===== config.mk =====
export PLATFORM = sky130hd
export DESIGN_NAME = serial_sub
export DESIGN_NICKNAME = d
export VERILOG_FILES = /design/src/rtl/serial_sub.sv
export SDC_FILE = /design/constraint.sdc
export NUM_CORES = 1
export LEC_CHECK = 0
export CAP_MARGIN = 20
export CORE_MARGIN = 2
export CORE_UTILIZATION = 39
export CTS_CLUSTER_SIZE = 12
export DETAILED_ROUTE_END_ITERATION = 6
export GPL_ROUTABILITY_DRIVEN = 0
export MAX_ROUTING_LAYER = met4
export PLACE_DENSITY = 0.72
export SLEW_MARGIN = 20
export SYNTH_ARGS = -nofsm -noshare
export SYNTH_HDL_FRONTEND = slang
export SYNTH_SLANG_ARGS = --single-unit

===== constraint.sdc =====
create_clock -name clk -period 1.58 [get_ports clk]
set_input_delay 0.158 -clock clk [delete_from_list [all_inputs] [get_ports clk]]
set_output_delay 0.158 -clock clk [all_outputs]
set_load 0.03 [all_outputs]

===== src/rtl/serial_sub.sv =====
// Bit-serial ripple-borrow subtractor: diff = a - b - bin over WIDTH bits,
// one bit per clock through a single full-subtractor cell and a borrow register.
`timescale 1ns/1ps

module serial_sub #(
   parameter int WIDTH = 4
) (
   input  logic             clk,
   input  logic             rst_n,
   input  logic             start,
   input  logic [WIDTH-1:0] a,
   input  logic [WIDTH-1:0] b,
   input  logic             bin,
   output logic             busy,
   output logic             done,
   output logic [WIDTH-1:0] diff,
   output logic             bout,
   output logic             ovf
);

   localparam int CW = $clog2(WIDTH) + 1;

   typedef enum logic [1:0] {
      IDLE,
      RUN,
      DONE
   } state_t;

   state_t           state;
   logic [CW-1:0]    cnt;
   logic [WIDTH-1:0] sa;
   logic [WIDTH-1:0] sb;
   logic [WIDTH-2:0] acc;
   logic             c;

   logic             x;
   logic             y;
   logic             d;
   logic             c_nxt;
   logic             last;
   logic [WIDTH-1:0] acc_shift;

   // Full-subtractor cell on the current LSBs of the operand shift registers.
   assign x         = sa[0];
   assign y         = sb[0];
   assign d         = x ^ y ^ c;
   assign c_nxt     = (~x & y) | (~x & c) | (y & c);
   assign last      = (cnt == CW'(WIDTH - 1));
   // Difference bits enter from the MSB side; the final shift lands bit 0 at position 0.
   assign acc_shift = {d, acc};

   always_ff @(posedge clk) begin
      // NOTE: sequential state is written only with <=, so every register sees pre-edge values.
      if (!rst_n) begin
         // NOTE: the operand shift registers are cleared too, keeping the whole block in a known state after abort.
         state <= IDLE;
         cnt   <= '0;
         sa    <= '0;
         sb    <= '0;
         acc   <= '0;
         c     <= 1'b0;
         busy  <= 1'b0;
         done  <= 1'b0;
         diff  <= '0;
         bout  <= 1'b0;
         ovf   <= 1'b0;
      end else begin
         case (state)
            IDLE: begin
               done <= 1'b0;
               if (start) begin
                  sa    <= a;
                  sb    <= b;
                  c     <= bin;
                  cnt   <= '0;
                  busy  <= 1'b1;
                  state <= RUN;
               end
            end
            RUN: begin
               sa  <= sa >> 1;
               sb  <= sb >> 1;
               acc <= acc_shift[WIDTH-1:1];
               c   <= c_nxt;
               cnt <= cnt + 1'b1;
               if (last) begin
                  // c is the borrow into the MSB, c_nxt the borrow out of it.
                  diff  <= acc_shift;
                  bout  <= c_nxt;
                  ovf   <= c ^ c_nxt;
                  done  <= 1'b1;
                  state <= DONE;
               end
            end
            DONE: begin
               done  <= 1'b0;
               busy  <= 1'b0;
               state <= IDLE;
            end
            default: begin
               state <= IDLE;
            end
         endcase
      end
   end

endmodule


==> results.json <==
{
  "status": "complete, no violations",
  "cp-start-kind": "flip-flop",
  "max_slew.worst_pin.slew_ns": 0.420,
  "die_y_microns": 56.0,
  "critPathBufInv": 1,
  "async_flop_share_pct": 0,
  "cts_tree": "done",
  "routed_via_density": 5.15,
  "min_path_cells": 3,
  "synth_edf_count": 0,
  "path_clk_slew_ns": 0.14,
  "reg2reg_depth": 5,
  "design.core.area_sq_um": 2520,
  "syn_nets": 126,
  "holdPathEnd": "sb[3]",
  "fp-row-count": 18,
  "hold_start": "b[3]",
  "synth_seq_cells": 25,
  "yosys.area.top_type": "dfxtp_1",
  "setup_viol": 0,
  "fin_ws_ns": 0.0719,
  "drive_gt1_share_pct": 9.16,
  "rr_endpoint": "diff[3]",
  "tns_ns": 0,
  "grt_pass1_vias": 834,
  "yosysWarnings": 0,
  "die_w_microns": 56.0,
  "fin_crit_ns": 1.51,
  "synth.top_cell.area_share_pct": 47.4,
  "peakVddDrop_v": 0.000568,
  "synthCells": 111,
  "use_met1_pct": 17.0,
  "detail_route.wl_per_cell_microns": 12.4,
  "synth_commonest_cells": "dfxtp_1 (25), nand2_1 (15), o21ai_1 (14)",
  "cts_hold_buffers": 0,
  "critPathKind": "reg -> out",
  "ys_seq_area_share_pct": 47.4,
  "antenna_left": 0,
  "path_max_fanout": 2,
  "diodes": 0,
  "gr-usage-met2_pct": 23.4,
  "cp_top_family": "buffers and inverters",
  "power_leakage_nw": 0.530,
  "synthXorXnorAreaFrac_pct": 0.829,
  "grt_max_degree": 22,
  "firstDrtPassIters": 5,
  "grt_util_met3_pct": 5.35,
  "fmax_mhz": 663,
  "r2r-start": "cnt[0]",
  "synthFlopType": "dfxtp_1",
  "p_total_w": 0.00111,
  "cts_buffer_depth": 2,
  "cts_made_buffers": 3,
  "drtIter0Drc": 14,
  "cts_root_buf": "clkbuf_4",
  "synth_most_common_cell": "dfxtp_1",
  "synthAdderAreaFrac_pct": 4.27,
  "crit_chain": "clkdlybuf4s50_1",
  "cap_violations": 0,
  "min_period_over_period_pct": 95.4,
  "synth_mux_area_share_pct": 8.53,
  "post-place-ws_ns": 0.161,
  "top_usage_layer": "met2",
  "clock-skew-final_ns": 0.0141,
  "rsz0062_at_grt": "no",
  "grt_use_total_pct": 14.3,
  "critPathSlowestCell": "clkdlybuf4s50_1",
  "synthSimpleGateAreaFrac_pct": 14.6,
  "grt_pass1_wl_microns": 3510,
  "post-dp-hpwl_microns": 1480,
  "pin_count": 20,
  "syn2layout_area_growth_pct": 23.7,
  "htree_levels": 1,
  "end_kind": "primary output",
  "io_buffers": 19,
  "rrSetupSlack_ns": 0.15,
  "grt_antenna_before_repair": 0,
  "synth_top_family_by_area": "compound AO/OA/AOI/OAI gates",
  "syn_area_sq_um": 1060,
  "initial_core_util_pct": 41.9,
  "route.detailed.drc": 0,
  "crit_required_ns": 1.42,
  "powerDensity_nw_per_um2": 853,
  "clkSinkCount": 25,
  "ys_top_cells_by_area": "dfxtp_1 (47%), mux2i_1 (8.5%), o21ai_1 (6.6%)",
  "die-area_sq_um": 3140,
  "vias": 829,
  "cp.arrival_ns": 1.35,
  "finalNetCount": 147,
  "clkLatencyLatePin_ns": 0.32,
  "routed_wl_microns": 1990,
  "max_slew_margin_pct": 72.0,
  "drv_slew": 0,
  "syn_area_per_cell_sq_um": 9.51,
  "hold_viol_final": 0,
  "gr-total-overflow": 0,
  "synth_compound_area_share_pct": 18.4,
  "max_stage_delay_ns": 0.67,
  "hp-class": "in -> reg",
  "n_fill_cell": 250,
  "synthDistinctLibCells": 24
}
sequential cells by signal, indices dropped and copies added, names as in the netlist:
name / count
acc: 3
bout: 1
busy: 1
c: 1
cnt: 3
diff: 4
done: 1
ovf: 1
sa: 4
sb: 4
state: 2
cells by family after synthesis:
group | after synthesis
simple gates | 31
compound gates | 30
flops | 25
buf+inv | 12
mux | 9
fa+ha+maj | 3
xor+xnor | 1
cell type report:
cell class	instances	area, sq um	area share, %
inverter	3	11.3	0.862
clock inverter	1	5.00	0.383
multi-input combinational	74	492	37.6
sequential	25	500	38.3
clock buffer	3	22.5	1.72
tap	30	37.5	2.87
timing repair buffer	25	238	18.2
what timing repair did:
item,4_1_cts,5_1_grt
setup buffers,0,0
resized for setup,0,1
endpoints found under the hold margin,0,0
setup endpoints to repair,0,1
where the power goes:
group          switching (W)  internal (W)
clock               0.000185     0.0000946
combinational      0.0000708     0.0000825
sequential         0.0000224      0.000658
metal layers:
layer | part of all wire [%] | wire length (microns)
met1 | 49 | 983
met2 | 46 | 907
met3 | 4.4 | 87
met4 | 0.65 | 13
met5 | 0 | 0
worst max-delay path by stage:
| stage | from | endpoint | slack [ns] | cells past startpoint |
|---|---|---|---|---|
| after floorplan | cnt[0] | diff[3] | 0.19 | 6 |
| after global placement | cnt[0] | ovf | 0.22 | 5 |
| after detailed placement | cnt[0] | diff[3] | 0.16 | 5 |
| after CTS | diff[3] | diff[3] | 0.05 | 1 |
| after global routing | cnt[0] | diff[3] | 0.004 | 5 |
| final | done | done | 0.07 | 1 |
layout by cell type (no fill, tap or decap):
cell and instances:
dlymetal6s2s_1 1, nor2_2 2, nand2_1 15, clkbuf_4 3, o21ai_1 14, dfxtp_1 25
and2_1 1, xnor2_1 1, o22ai_1 2, a21oi_1 2, nor2b_1 5, mux2i_1 9
clkdlybuf4s50_1 18, fa_1 1, o221a_1 1, and3b_1 1, o211ai_1 8, and3_1 1
buf_4 6, o211a_1 3, ha_1 2, nand3b_1 1, nand3_1 5, clkinv_2 1
inv_1 3
per-stage QoR:
stage / utilization [%] / std cells / area [sq um] / hold slack [ns]
final: 51.8 / 161 / 1310 / 0.405
after global routing: 51.8 / 161 / 1310 / 0.403
after CTS: 51.7 / 161 / 1300 / 0.401
after detailed placement: 50.6 / 157 / 1280 / 0.448
after global placement: 50.6 / 157 / 1280 / 0.439
after floorplan: - / 111 / 1060 / 0.308
(Power assumes the default switching activity.)
